**config.mk**
```make
export PLATFORM = sky130hd
export DESIGN_NAME = pop_sequence_ctrl
export DESIGN_NICKNAME = d
export VERILOG_FILES = /design/src/rtl/pop_seq_pkg.sv /design/src/rtl/tick_sync.sv /design/src/rtl/pop_sequence_ctrl.sv
export SDC_FILE = /design/constraint.sdc
export NUM_CORES = 1
export LEC_CHECK = 0
export BUFFER_PORTS_ARGS = -buffer_cell sky130_fd_sc_hd__buf_2
export CAP_MARGIN = 0
export CORE_UTILIZATION = 40
export DETAILED_ROUTE_END_ITERATION = 7
export GPL_ROUTABILITY_DRIVEN = 0
export GPL_TIMING_DRIVEN = 1
export SYNTH_ARGS = -nofsm -noshare
export SYNTH_HDL_FRONTEND = slang
export SYNTH_SLANG_ARGS = --single-unit
```
**constraint.sdc**
```tcl
create_clock -name clk -period 2.9 [get_ports clk]
set_clock_uncertainty 0.2 [all_clocks]
set_input_delay 0 -clock clk [delete_from_list [all_inputs] [get_ports clk]]
set_output_delay 0 -clock clk [all_outputs]
set_load 0.02 [all_outputs]
```
**src/rtl/pop_seq_pkg.sv**
```systemverilog
// Shared types and constants for the pulsed-optical-pumping sequencer.
package pop_seq_pkg;

   localparam int CNT_W_DEF  = 16;
   localparam int NCYC_W_DEF = 8;

   typedef enum logic [2:0] {
      IDLE  = 3'd0,
      PUMP  = 3'd1,
      DARK  = 3'd2,
      PROBE = 3'd3,
      WAIT  = 3'd4
   } state_t;

   localparam logic [1:0] PH_PUMP  = 2'd0;
   localparam logic [1:0] PH_DARK  = 2'd1;
   localparam logic [1:0] PH_PROBE = 2'd2;
   localparam logic [1:0] PH_WAIT  = 2'd3;

   // Phase code reported on the status bus; IDLE reads as pump (0).
   function automatic logic [1:0] phase_of(input state_t s);
      case (s)
         DARK:    phase_of = PH_DARK;
         PROBE:   phase_of = PH_PROBE;
         WAIT:    phase_of = PH_WAIT;
         default: phase_of = PH_PUMP;
      endcase
   endfunction

endpackage

```
**src/rtl/tick_sync.sv**
```systemverilog
// Two-flop synchroniser plus rising-edge detector. A rise on tick_in gives a
// one-clk tick_stb three clocks later. Also usable for front-panel buttons.
module tick_sync (
   input  logic clk,
   input  logic rst,
   input  logic tick_in,
   output logic tick_stb
);

   logic r_sync1;
   logic r_sync2;
   logic r_prev;
   logic r_stb;

   // Synchronise the asynchronous level and register the rising-edge strobe.
   always_ff @(posedge clk or posedge rst) begin
      if (rst) begin
         r_sync1 <= 1'b0;
         r_sync2 <= 1'b0;
         r_prev  <= 1'b0;
         r_stb   <= 1'b0;
      end else begin
         r_sync1 <= tick_in;
         r_sync2 <= r_sync1;
         r_prev  <= r_sync2;
         r_stb   <= r_sync2 & ~r_prev;
      end
   end

   assign tick_stb = r_stb;

endmodule

```
**src/rtl/pop_sequence_ctrl.sv**
```systemverilog
// Four-phase pump/dark/probe/wait sequencer clocked by divider ticks.
// Optional acquisition trigger output enabled by POP_TRIGGER_OUT_EN.
module pop_sequence_ctrl
   import pop_seq_pkg::*;
#(
   parameter int CNT_W  = CNT_W_DEF,
   parameter int NCYC_W = NCYC_W_DEF
) (
   input  logic              clk,
   input  logic              rst,
   input  logic              tick_in,
   input  logic              start,
   input  logic              stop,
   input  logic [CNT_W-1:0]  dur_pump,
   input  logic [CNT_W-1:0]  dur_dark,
   input  logic [CNT_W-1:0]  dur_probe,
   input  logic [CNT_W-1:0]  dur_wait,
   input  logic [NCYC_W-1:0] n_cycles,
   output logic              pump_gate,
   output logic              probe_gate,
   output logic [1:0]        phase,
   output logic              busy,
   output logic              first_cycle,
   output logic              done
`ifdef POP_TRIGGER_OUT_EN
   ,output logic             trig_out
`endif
);

   // A programmed zero-length phase still occupies one tick.
   function automatic logic [CNT_W-1:0] ld_dur(input logic [CNT_W-1:0] d);
      ld_dur = (d == '0) ? CNT_W'(1) : d;
   endfunction

   logic              w_tick;
   state_t            r_state;
   logic [CNT_W-1:0]  r_tick_cnt;
   logic [NCYC_W-1:0] r_cyc_cnt;
   logic [NCYC_W-1:0] r_n_cyc;
   logic [CNT_W-1:0]  r_dur_pump, r_dur_dark, r_dur_probe, r_dur_wait;
   logic              r_pump_gate, r_probe_gate, r_busy, r_first, r_done;
   logic [1:0]        r_phase;

   state_t            w_nxt_state;
   logic [CNT_W-1:0]  w_nxt_tick;
   logic [NCYC_W-1:0] w_nxt_cyc;
   logic [NCYC_W-1:0] w_cyc_inc;
   logic              w_nxt_first;
   logic              w_nxt_done;
   logic              w_latch;

   tick_sync u_tick_sync (
      .clk      (clk),
      .rst      (rst),
      .tick_in  (tick_in),
      .tick_stb (w_tick)
   );

   assign w_cyc_inc = r_cyc_cnt + 1'b1;

   // Next-state, counter and status decisions for the sequencer.
   always_comb begin
      w_nxt_state = r_state;
      w_nxt_tick  = r_tick_cnt;
      w_nxt_cyc   = r_cyc_cnt;
      w_nxt_first = r_first;
      w_nxt_done  = 1'b0;
      w_latch     = 1'b0;
      case (r_state)
         IDLE: begin
            // stop beats a simultaneous start; the run starts without a tick.
            if (start && !stop) begin
               w_nxt_state = PUMP;
               w_nxt_tick  = ld_dur(dur_pump);
               w_nxt_cyc   = '0;
               w_nxt_first = 1'b1;
               w_latch     = 1'b1;
            end
         end
         default: begin
            if (stop) begin
               w_nxt_state = IDLE;
               w_nxt_tick  = '0;
               w_nxt_first = 1'b0;
            end else if (w_tick) begin
               if (r_tick_cnt <= CNT_W'(1)) begin
                  case (r_state)
                     PUMP: begin
                        w_nxt_state = DARK;
                        w_nxt_tick  = ld_dur(r_dur_dark);
                     end
                     DARK: begin
                        w_nxt_state = PROBE;
                        w_nxt_tick  = ld_dur(r_dur_probe);
                     end
                     PROBE: begin
                        w_nxt_state = WAIT;
                        w_nxt_tick  = ld_dur(r_dur_wait);
                     end
                     default: begin
                        // End of a cycle; a finite run stops on its last one.
                        w_nxt_cyc   = w_cyc_inc;
                        w_nxt_first = 1'b0;
                        if (r_n_cyc != '0 && w_cyc_inc == r_n_cyc) begin
                           w_nxt_state = IDLE;
                           w_nxt_tick  = '0;
                           w_nxt_done  = 1'b1;
                        end else begin
                           w_nxt_state = PUMP;
                           w_nxt_tick  = ld_dur(r_dur_pump);
                        end
                     end
                  endcase
               end else begin
                  w_nxt_tick = r_tick_cnt - 1'b1;
               end
            end
         end
      endcase
   end

   // State, counters, run shadows and registered outputs.
   always_ff @(posedge clk or posedge rst) begin
      if (rst) begin
         r_state      <= IDLE;
         r_tick_cnt   <= '0;
         r_cyc_cnt    <= '0;
         r_n_cyc      <= '0;
         r_dur_pump   <= '0;
         r_dur_dark   <= '0;
         r_dur_probe  <= '0;
         r_dur_wait   <= '0;
         r_pump_gate  <= 1'b0;
         r_probe_gate <= 1'b0;
         r_busy       <= 1'b0;
         r_first      <= 1'b0;
         r_done       <= 1'b0;
         r_phase      <= PH_PUMP;
      end else begin
         r_state      <= w_nxt_state;
         r_tick_cnt   <= w_nxt_tick;
         r_cyc_cnt    <= w_nxt_cyc;
         r_pump_gate  <= (w_nxt_state == PUMP);
         r_probe_gate <= (w_nxt_state == PROBE);
         r_busy       <= (w_nxt_state != IDLE);
         r_first      <= w_nxt_first;
         r_done       <= w_nxt_done;
         r_phase      <= phase_of(w_nxt_state);
         if (w_latch) begin
            r_n_cyc     <= n_cycles;
            r_dur_pump  <= dur_pump;
            r_dur_dark  <= dur_dark;
            r_dur_probe <= dur_probe;
            r_dur_wait  <= dur_wait;
         end
      end
   end

   assign pump_gate   = r_pump_gate;
   assign probe_gate  = r_probe_gate;
   assign phase       = r_phase;
   assign busy        = r_busy;
   assign first_cycle = r_first;
   assign done        = r_done;

`ifdef POP_TRIGGER_OUT_EN
   logic r_trig;

   // One-clk acquisition trigger on every entry into PROBE.
   always_ff @(posedge clk or posedge rst) begin
      if (rst) r_trig <= 1'b0;
      else     r_trig <= (w_nxt_state == PROBE) && (r_state != PROBE);
   end

   assign trig_out = r_trig;
`endif

endmodule

```
==> Implementation_results.wiki, run 1 <==
{| class="wikitable"
! Metric !! Value
|-
| Total Wirelength || 16.85 mm
|-
| Number of flops mapped to enable cells by yosys || 0
|-
| Initial core utilization || 41.17%
|-
| Clock-pin slew on the worst setup and hold paths || 70 ps
|-
| Setup crit end kind || flip-flop
|-
| Minimum clock period after layout || 2802 ps
|-
| Die height || 121.8 um
|-
| Number of violations of the max-capacitance limit || 0
|-
| CTS Buf Count || 9
|-
| Data required, critical path || 2960 ps
|-
| Critical hold path startpoint || start
|-
| Data arrival time of the worst path || 2860 ps
|-
| Switching power || 1.860 mW
|-
| Number of search-and-repair iterations in the first detailed-routing pass || 5
|-
| Outcome || finished, final reports clean
|-
| Amount of wire on met2 after detailed routing || 7.856 mm
|-
| Slew at the pin with the worst max-slew slack || 956.8 ps
|-
| Combined area of all synthesized cells || 0.005737 mm2
|-
| Critical-path cell with the highest stage delay || sky130_fd_sc_hd__a2111o_2
|-
| Met3 WL || 960 um
|-
| Ordered cell list for the critical path || or2_2 -> or4b_4 -> or2_0 -> a2111o_2 -> nand2b_4 -> o31ai_1
|-
| LEAKAGE || 3.526 nW
|-
| Number of vias after detailed routing || 5518
|-
| Vias per cell || 5.399
|-
| Final HPWL DP || 11.67 mm
|-
| Core Box Area || 0.01393 mm2
|-
| Clk buf depth || 2
|-
| Synthesized area per cell || 8.399 um2
|-
| Uppermost routed layer || met4
|-
| Commonest cells after routing, fill and taps aside || 236 x sky130_fd_sc_hd__nand2_1, 109 x sky130_fd_sc_hd__dfrtp_1, 83 x sky130_fd_sc_hd__buf_2, 75 x sky130_fd_sc_hd__dlygate4sd3_1, 40 x sky130_fd_sc_hd__nor2_1
|-
| Number of core rows || 43
|-
| Start point of the critical path || r_tick_cnt[2]$_DFFE_PP0P_
|-
| CTS H-Tree Depth || 3
|-
| Footprint of the multi-input gates || 0.002826 mm2
|-
| Share of the clock period used by the worst path || 96.62%
|-
| Switching fraction of total power || 35.72%
|-
| Number of nets in the layout || 918
|-
| F_max || 356.9 MHz
|-
| Crit Path Max Fanout || 12
|-
| Peak supply drop || 287.5 uV
|-
| Boundary pin count || 84
|-
| TritonCTS clock tree || yes
|-
| Aggregate global routing overflow || 0
|-
| Horiz. Die Dim || 121.8 um
|-
| Total of buffers placed on input and output ports || 83
|-
| Yosys synthesis warning count || 0
|-
| Routed length per placed instance || 16.49 um
|-
| Number of sinks handled by clock tree synthesis || 110
|-
| Routed metal-1 wirelength || 7.550 mm
|-
| Slew Viols, Final || 0
|-
| Slowest Stage Delay on Critical Path || 550 ps
|-
| Category of the critical setup timing path || reg -> reg
|-
| Unrepaired setup endpoints after global routing || false
|-
| Number of DRC markers in iteration 0 || 532
|-
| Smallest hold slack || 112.4 ps
|-
| Clock share of power || 24.0%
|-
| First-pass GRT wire length || 27.43 mm
|-
| Remaining max-slew budget at the tightest pin || 35.54%
|-
| Cell variety after synth || 66
|-
| Relative area change from synthesis to final layout || 30.64%
|-
| Gate power share || 31.2%
|-
| Synth async-reset ratio || 100.0%
|-
| Vias in the first global route || 5451
|-
| GRT Total Usage || 24.11%
|-
| Count of final hold-check violations || 0
|-
| DIE AREA || 0.01482 mm2
|-
| Number of antenna-violating nets in the routed design || 0
|-
| Internal cell power || 3.347 mW
|-
| Share of the yosys chip area belonging to registers || 47.98%
|-
| Share of final-layout standard cells stronger than drive strength 1 || 18.17%
|-
| Hold Path Class || in -> reg
|-
| Most used DFF post-synth || sky130_fd_sc_hd__dfrtp_1
|-
| Net count of the mapped netlist || 763
|-
| Register area || 0.002754 mm2
|-
| Antenna Diode Count || 0
|-
| Post-detailed-route DRC marker count || 0
|-
| Setup Viol. Count Final || 0
|-
| Initial antenna violation count || 0
|-
| Total of fill cells in the finished design || 1263
|-
| Startpoint of the lowest-slack register-to-register path || r_tick_cnt[2]$_DFFE_PP0P_
|-
| Clk_lat worst skew || 350 ps
|-
| Maximum number of pins on one net before global-route repair || 75
|-
| Leading cell type in the layout, fill and taps excluded || sky130_fd_sc_hd__nand2_1
|-
| Sort of element at the start of the critical path || flip-flop
|-
| Count of state elements after synthesis || 110
|-
| Fraction of power consumed by sequential logic || 44.8%
|-
| PwrDens || 694.8 mW/mm2
|-
| Clock Tree Root || sky130_fd_sc_hd__clkbuf_16
|-
| Number of standard cells after synthesis || 683
|-
| Post-Route Utilization || 53.78%
|}
state kept, by name, indices dropped and copies added (netlist names):
signal                flops
busy                      1
done                      1
first_cycle               1
phase                     2
probe_gate                1
pump_gate                 1
r_cyc_cnt                 8
r_dur_dark               16
r_dur_probe              16
r_dur_pump               16
r_dur_wait               16
r_n_cyc                   8
r_state                   3
r_tick_cnt               16
u_tick_sync.r_prev        1
u_tick_sync.r_sync1       1
u_tick_sync.r_sync2       1
u_tick_sync.tick_stb      1
cells in the mapped netlist, types with 5 or more instances:
library cell,instances,share of area [%]
sky130_fd_sc_hd__nand2_1,236,15
sky130_fd_sc_hd__dfrtp_1,110,48
sky130_fd_sc_hd__nor2_1,40,2.6
sky130_fd_sc_hd__a21oi_1,31,2.7
sky130_fd_sc_hd__o21ai_0,30,2.6
sky130_fd_sc_hd__clkbuf_1,25,1.6
sky130_fd_sc_hd__nor4_1,20,2.2
sky130_fd_sc_hd__nor3_1,18,1.6
sky130_fd_sc_hd__xnor2_1,12,1.8
sky130_fd_sc_hd__a22oi_1,10,1.3
sky130_fd_sc_hd__buf_1,9,0.59
sky130_fd_sc_hd__o211ai_1,9,1.2
sky130_fd_sc_hd__mux2_2,8,1.6
sky130_fd_sc_hd__mux2i_1,8,1.4
sky130_fd_sc_hd__o22ai_1,8,0.87
sky130_fd_sc_hd__inv_1,7,0.46
sky130_fd_sc_hd__buf_2,6,0.52
sky130_fd_sc_hd__nand2b_1,6,0.65
sky130_fd_sc_hd__nand3_1,5,0.44
sky130_fd_sc_hd__or3_1,5,0.55
sky130_fd_sc_hd__or4_1,5,0.65
routing by layer:
metal / up-vias / global-route usage (%)
li1: 2665 / -
met1: 2629 / 32.45
met2: 188 / 38.56
met3: 36 / 4.026
met4: 0 / 9.645
met5: - / 0
power groups by stage:
stage / Combinational [mW] / Clock [mW] / Sequential, mW
finish: 1.62 / 1.25 / 2.33
global placement: 1.47 / 0 / 2.33
CTS: 1.58 / 1.27 / 2.32
global route: 1.81 / 1.32 / 2.39
floorplan: 1.07 / 0 / 2.22
detailed placement: 1.50 / 0 / 2.35
through the flow:
step	TNS [ps]	setup WS, ps	cells	total power, mW	area (um2)
after floorplan	0	127.4	683	3.294	5741
final	0	97.89	1022	5.207	7495
after global routing	0	2.535	1022	5.520	7495
after CTS	0	6.833	1020	5.173	7452
after detailed placement	-103.5	-56.17	930	3.846	6411
after global placement	0	79.48	930	3.800	6411
timing repair:
action,in CTS,in global routing
hold buffers,75,0
setup endpoints to repair,4,23
gates resized for setup,0,7
endpoints found under the hold margin,207,0
gates cloned,0,0
buffers inserted,0,2
pin swaps,1,3
cells by family (layout without fill, tap and decap cells):
family | Yosys count | after routing | share of synthesized area, %
muxes | 16 | 16 | 2.966
and+or+nand+nor | 362 | 362 | 27.94
DFF | 110 | 110 | 47.98
buffers and inverters | 48 | 207 | 3.402
AOI/OAI and AO/OA | 129 | 129 | 14.77
adders and majority gates | 3 | 3 | 0.6544
xor gates and xnor gates | 15 | 15 | 2.290
worst max-delay path: cells and delay by family, from the launching register on:
family / cells / cell delay (ps)
simple gates: 4 / 1320
compound gates: 2 / 740
flops: 1 / 450
path summary, 6_finish.rpt:
kind,end,slack [ps],depth (start not counted)
max,r_cyc_cnt[7]$_DFFE_PP0P_,100,6
min,r_cyc_cnt[1]$_DFFE_PP0P_,110,4
max reg2reg,r_cyc_cnt[7]$_DFFE_PP0P_,100,6
min reg2reg,u_tick_sync.r_sync2$_DFF_PP0_,160,0
max in group asynchronous,r_tick_cnt[0]$_DFFE_PP0P_,1580,4
min in group asynchronous,r_dur_wait[6]$_DFFE_PP0P_,160,4
final cells by class:
cell class | count | share of cell area [%]
Sequential cell | 110 | 36.74
Clock buffer | 11 | 3.239
Tap cell | 180 | 3.005
Multi-Input combinational cell | 525 | 37.71
Timing Repair Buffer | 185 | 18.26
Clock inverter | 4 | 0.6344
Inverter | 7 | 0.4007
(Power assumes the default switching activity.)
==> run 2, diff against run 1 <==
- PLACE_DENSITY_LB_ADDON: default -> 0.3
- SETUP_SLACK_MARGIN: default -> 0.5
==> run 2 against run 1 <==
Power up 4.9%. Via count up 5.3%. Cell area up 6.9%. Sequential cell count unchanged. Cell count up 2.2%. Sequential power about the same. Critical endpoint is now r_cyc_cnt[6]$_DFFE_PP0P_. Largest cell class unchanged.
==> Implementation_results.wiki, run 2 (synthesis results as in run 1) <==
{| class="wikitable"
! Metric !! Value
|-
| Outcome || finished, final reports clean
|-
| Vias per cell || 5.568
|-
| Die height || 121.8 um
|-
| First-pass GRT wire length || 28.34 mm
|-
| LEAKAGE || 3.687 nW
|-
| Sort of element at the start of the critical path || flip-flop
|-
| Final HPWL DP || 11.60 mm
|-
| Clk_lat worst skew || 360 ps
|-
| Remaining max-slew budget at the tightest pin || 40.00%
|-
| Core Box Area || 0.01393 mm2
|-
| Category of the critical setup timing path || reg -> reg
|-
| F_max || 364.9 MHz
|-
| Total of buffers placed on input and output ports || 83
|-
| Number of sinks handled by clock tree synthesis || 110
|-
| Share of the clock period used by the worst path || 94.51%
|-
| Number of violations of the max-capacitance limit || 0
|-
| Total of fill cells in the finished design || 1202
|-
| Number of search-and-repair iterations in the first detailed-routing pass || 6
|-
| Number of DRC markers in iteration 0 || 480
|-
| PwrDens || 681.8 mW/mm2
|-
| Number of nets in the layout || 939
|-
| Number of vias after detailed routing || 5813
|-
| Leading cell type in the layout, fill and taps excluded || sky130_fd_sc_hd__nand2_1
|-
| Inst Count DP || 930
|-
| Peak supply drop || 355.7 uV
|-
| Clock-pin slew on the worst setup and hold paths || 70 ps
|-
| Maximum number of pins on one net before global-route repair || 79
|-
| Data required, critical path || 2950 ps
|-
| Clock Tree Root || sky130_fd_sc_hd__clkbuf_16
|-
| Number of core rows || 43
|-
| Antenna Diode Count || 0
|-
| Hold Path Class || in -> reg
|-
| Slew at the pin with the worst max-slew slack || 898.1 ps
|-
| Setup crit end kind || flip-flop
|-
| Share of final-layout standard cells stronger than drive strength 1 || 26.04%
|-
| Post-detailed-route DRC marker count || 0
|-
| TritonCTS clock tree || yes
|-
| Commonest cells after routing, fill and taps aside || 234 x sky130_fd_sc_hd__nand2_1, 104 x sky130_fd_sc_hd__dfrtp_1, 83 x sky130_fd_sc_hd__buf_2, 75 x sky130_fd_sc_hd__dlygate4sd3_1
|-
| Clk buf depth || 2
|-
| Placed cell areas || 0.006455 mm2
|-
| Total Wirelength || 17.94 mm
|-
| Data arrival time of the worst path || 2790 ps
|-
| Minimum clock period after layout || 2741 ps
|-
| Aggregate global routing overflow || 0
|-
| DIE AREA || 0.01482 mm2
|-
| Footprint of the multi-input gates || 0.003137 mm2
|-
| Register area || 0.002760 mm2
|-
| Boundary pin count || 84
|-
| CTS H-Tree Depth || 3
|-
| Slew Viols, Final || 0
|-
| Unrepaired setup endpoints after global routing || true
|-
| Count of final hold-check violations || 0
|-
| Post-route standard cell area excluding fillers || 0.008009 mm2
|-
| Routed length per placed instance || 17.19 um
|-
| Setup Viol. Count Final || 0
|-
| Vias in the first global route || 5675
|-
| Relative area change from synthesis to final layout || 39.61%
|-
| Number of antenna-violating nets in the routed design || 0
|-
| Initial antenna violation count || 0
|-
| Initial core utilization || 41.17%
|-
| GRT Total Usage || 24.65%
|-
| Horiz. Die Dim || 121.8 um
|-
| Number of standard cells in the layout, taps in and fillers out || 1044
|-
| Crit Path Max Fanout || 4
|-
| CTS Buf Count || 9
|}
[run 2: area by class of cell]
class / count / share of cell area [%]
clock buffer: 11 / 3.031
timing repair buffer: 205 / 19.65
tap: 180 / 2.812
clock inverter: 5 / 0.4999
sequential: 110 / 34.46
inverter: 7 / 0.3749
multi-input combinational: 526 / 39.17
[run 2: path summary, 6_finish.rpt]
path | from | end | slack (ps) | cells after the start
worst max-delay path | r_tick_cnt[2]$_DFFE_PP0P_ | r_cyc_cnt[6]$_DFFE_PP0P_ | 160 | 7
min in group asynchronous | rst | r_dur_wait[1]$_DFFE_PP0P_ | 170 | 3
max in group asynchronous | rst | r_cyc_cnt[2]$_DFFE_PP0P_ | 1410 | 4
worst min register to register | u_tick_sync.r_sync1$_DFF_PP0_ | u_tick_sync.r_sync2$_DFF_PP0_ | 160 | 0
worst max register to register | r_tick_cnt[2]$_DFFE_PP0P_ | r_cyc_cnt[6]$_DFFE_PP0P_ | 160 | 7
worst min-delay path | tick_in | u_tick_sync.r_sync1$_DFF_PP0_ | 90 | 2
[run 2: power by group]
part           switching, mW  internal [mW]
clock                  0.583          0.615
sequential             0.409           1.93
combinational           1.05          0.881
total                   2.04           3.42
[run 2: timing repair]
| action | CTS | global route |
|---|---|---|
| cloned | 1 | 0 |
| setup endpoints to repair | 34 | 34 |
| pin swaps | 7 | 35 |
| gates resized for setup | 18 | 77 |
| hold buffers | 75 | 0 |
| endpoints found under the hold margin | 132 | 0 |
| setup buffers | 14 | 8 |
[run 2: layer usage]
layer	wire (um)	track usage, %
met5	0	0
met4	638	10.42
met3	1246	5.290
met2	8576	38.77
met1	7481	32.76
[run 2: stage by stage]
| step | util, % | setup WS (ps) | hold WS [ps] | total power, mW | TNS [ps] |
|---|---|---|---|---|---|
| 2_1_floorplan | - | 206.0 | -168.6 | 3.312 | 0 |
| 5_1_grt | 57.48 | 96.72 | 94.64 | 5.794 | 0 |
| 3_5_place_dp | 46.32 | -14.43 | -89.12 | 3.862 | -14.43 |
| 6_report | 57.48 | 159.3 | 88.11 | 5.461 | 0 |
| 4_1_cts | 54.91 | 217.4 | 87.48 | 5.267 | 0 |
| 3_3_place_gp | 46.32 | 135.5 | -86.46 | 3.803 | 0 |
[run 2: worst max-delay path, stage by stage, from the launching register on]
cell and delay (ps):
sky130_fd_sc_hd__dfrtp_1 410, sky130_fd_sc_hd__or2_2 340, sky130_fd_sc_hd__or4b_4 540, sky130_fd_sc_hd__or2_4 250, sky130_fd_sc_hd__a2111o_1 470, sky130_fd_sc_hd__buf_6 170
sky130_fd_sc_hd__nand2b_4 130, sky130_fd_sc_hd__o2bb2ai_2 120
==> run 3, diff against run 2 <==
- BUFFER_PORTS_ARGS: -buffer_cell sky130_fd_sc_hd__buf_2 -> -buffer_cell sky130_fd_sc_hd__clkbuf_2
==> run 3 against run 2 <==
Wire length is 0.79% lower. Clock power rose by 3%. Combinational power hardly changed. First-iteration DRC count shrank 17%. Die area is the same. Clock-buffer cell count did not move. Sequential share of layout area rose by 0.18 points. Critical path depth up 2. Largest power group unchanged.
==> Implementation_results.wiki, run 3 (synthesis results as in run 1) <==
{| class="wikitable"
! Metric !! Value
|-
| Crit Path Max Fanout || 5
|-
| Number of core rows || 43
|-
| Antenna Diode Count || 0
|-
| Smallest hold slack || 50.39 ps
|-
| Register area || 0.002759 mm2
|-
| Crit path buffers/inverters || 2
|-
| Met1 Resource Use GR || 31.92%
|-
| Number of sinks handled by clock tree synthesis || 110
|-
| Switching power || 2.012 mW
|-
| Vias per cell || 5.500
|-
| Footprint of the multi-input gates || 0.003062 mm2
|-
| Internal cell power || 3.506 mW
|-
| Hold Path Class || in -> async
|-
| First-pass GRT wire length || 28.41 mm
|-
| Post-detailed-route DRC marker count || 0
|-
| Count of final hold-check violations || 0
|-
| CTS Buf Count || 9
|-
| Unrepaired setup endpoints after global routing || true
|-
| Number of nets in the layout || 945
|-
| Peak supply drop || 362.5 uV
|-
| Cells on worst reg2reg path || 9
|-
| DIE AREA || 0.01482 mm2
|-
| Total Wirelength || 17.80 mm
|-
| Number of search-and-repair iterations in the first detailed-routing pass || 5
|-
| Final worst slack || 207.5 ps
|-
| Die height || 121.8 um
|-
| Total of fill cells in the finished design || 1218
|-
| Clock Tree Root || sky130_fd_sc_hd__clkbuf_16
|-
| Busiest layer in global routing || met2
|-
| Data arrival time of the worst path || 2730 ps
|-
| PwrDens || 692.8 mW/mm2
|-
| Outcome || finished, final reports clean
|-
| Minimum clock period after layout || 2693 ps
|-
| Clock-pin slew on the worst setup and hold paths || 70 ps
|-
| Number of violations of the max-capacitance limit || 0
|-
| Core Box Area || 0.01393 mm2
|-
| TritonCTS clock tree || yes
|-
| Maximum number of pins on one net before global-route repair || 75
|-
| GRT Total Usage || 24.96%
|-
| Critical-path cell with the highest stage delay || sky130_fd_sc_hd__or4b_4
|-
| Total of buffers placed on input and output ports || 83
|-
| Sort of element at the start of the critical path || flip-flop
|-
| Setup Viol. Count Final || 0
|-
| Cell family with the largest share of critical-path delay || simple AND/OR/NAND/NOR gates
|-
| Setup crit end kind || flip-flop
|-
| Clock share of power || 22.4%
|-
| F_max || 371.4 MHz
|-
| Share of the clock period used by the worst path || 92.85%
|-
| Met3 capacity usage during global routing || 4.448%
|-
| LEAKAGE || 3.726 nW
|-
| Data required, critical path || 2940 ps
|-
| Horiz. Die Dim || 121.8 um
|-
| Boundary pin count || 84
|-
| Number of antenna-violating nets in the routed design || 0
|-
| Gate power share || 35.1%
|-
| Slowest Stage Delay on Critical Path || 500 ps
|-
| Ordered cell list for the critical path || inv_2 -> ha_4 -> nor2_1 -> or4b_4 -> or2_4 -> a2111o_1 -> buf_6 -> o21ai_1 -> o31ai_2
|-
| Number of vias after detailed routing || 5769
|-
| Slew at the pin with the worst max-slew slack || 757.6 ps
|-
| Share of final-layout standard cells stronger than drive strength 1 || 24.74%
|-
| Remaining max-slew budget at the tightest pin || 49.49%
|-
| Clk buf depth || 2
|-
| Aggregate global routing overflow || 0
|-
| Fraction of power consumed by sequential logic || 42.5%
|-
| Clk_lat worst skew || 360 ps
|-
| Routed length per placed instance || 16.97 um
|-
| Initial antenna violation count || 0
|-
| Initial core utilization || 41.17%
|-
| Met2 capacity usage during global routing || 41.28%
|-
| Number of DRC markers in iteration 0 || 400
|-
| Worst slack at placement || -8.044 ps
|-
| CTS H-Tree Depth || 3
|-
| Slew Viols, Final || 0
|-
| Final HPWL DP || 11.86 mm
|-
| Relative area change from synthesis to final layout || 38.82%
|-
| Switching fraction of total power || 36.46%
|-
| Leading cell type in the layout, fill and taps excluded || sky130_fd_sc_hd__nand2_1
|-
| Category of the critical setup timing path || reg -> reg
|-
| Cell count along the critical path || 9
|-
| Vias in the first global route || 5675
|-
| Commonest cells after routing, fill and taps aside || 235 x sky130_fd_sc_hd__nand2_1, 105 x sky130_fd_sc_hd__dfrtp_1, 83 x sky130_fd_sc_hd__clkbuf_2, 75 x sky130_fd_sc_hd__dlygate4sd3_1, 44 x sky130_fd_sc_hd__buf_4
|}
[run 3: cell count changes in the layout (fill, tap and decap cells not counted), sizes merged]
cell	previous run	this run
buf	130	53
bufinv	0	1
clkinvlp	3	1
clkbuf	11	94
inv	8	6
clkinv	1	3
[run 3: worst min-delay path, stage by stage]
cell                            delay [ps]
sky130_fd_sc_hd__dlygate4sd3_1         540
sky130_fd_sc_hd__clkbuf_2              120
sky130_fd_sc_hd__clkinvlp_4            380
[run 3: power groups by stage]
| stage | clock, mW | combinational [mW] | sequential, mW |
|---|---|---|---|
| 6_report | 1.24 | 1.94 | 2.34 |
| 5_1_grt | 1.31 | 2.12 | 2.39 |
| 4_1_cts | 1.25 | 1.73 | 2.33 |
| 3_5_place_dp | 0 | 1.52 | 2.35 |
| 3_3_place_gp | 0 | 1.47 | 2.33 |
| 2_1_floorplan | 0 | 1.09 | 2.22 |
[run 3: worst paths after layout]
check	slack, ps	from	end
setup / recovery	210	r_tick_cnt[0]$_DFFE_PP0P_	r_cyc_cnt[5]$_DFFE_PP0P_
hold reg to reg	170	u_tick_sync.r_sync1$_DFF_PP0_	u_tick_sync.r_sync2$_DFF_PP0_
setup reg to reg	210	r_tick_cnt[0]$_DFFE_PP0P_	r_cyc_cnt[5]$_DFFE_PP0P_
min in group clk	60	start	r_tick_cnt[11]$_DFFE_PP0P_
hold / removal	50	rst	r_dur_wait[0]$_DFFE_PP0P_
max in group asynchronous	1630	rst	r_cyc_cnt[2]$_DFFE_PP0P_
[run 3: area by class of cell]
| type | instances | area share [%] |
|---|---|---|
| clock buffer | 11 | 2.922 |
| clock inverter | 4 | 0.6127 |
| inverter | 7 | 0.3771 |
| multi-input combinational | 526 | 38.44 |
| sequential | 110 | 34.64 |
| tap | 180 | 2.828 |
| timing repair buffer | 211 | 20.17 |
[run 3: per-layer routing]
| layer | vias up | part of all wire [%] | wire (um) |
|---|---|---|---|
| met5 | - | 0 | 0 |
| met4 | 0 | 2.8 | 495 |
| met3 | 40 | 6.2 | 1111 |
| met2 | 223 | 49 | 8796 |
| met1 | 2788 | 42 | 7397 |
| li1 | 2718 | - | - |
[run 3: what timing repair did]
action / CTS / global route
hold buffers: 75 / 0
buffers inserted: 13 / 13
setup endpoints to repair: 34 / 34
hold endpoints to repair: 171 / 0
pin swaps: 9 / 19
gates cloned: 1 / 0
resized for setup: 29 / 47
[run 3: through the flow]
step                area (um2)  util, %  cells  setup TNS (ps)  power [mW]
floorplan                 5779        -    683               0       3.312
global placement          6457    46.34    932               0       3.805
detailed placement        6457    46.34    932          -8.044       3.871
CTS                       7685    55.15   1036               0       5.310
global route              7964    57.15   1049               0       5.825
finish                    7964    57.15   1049               0       5.517
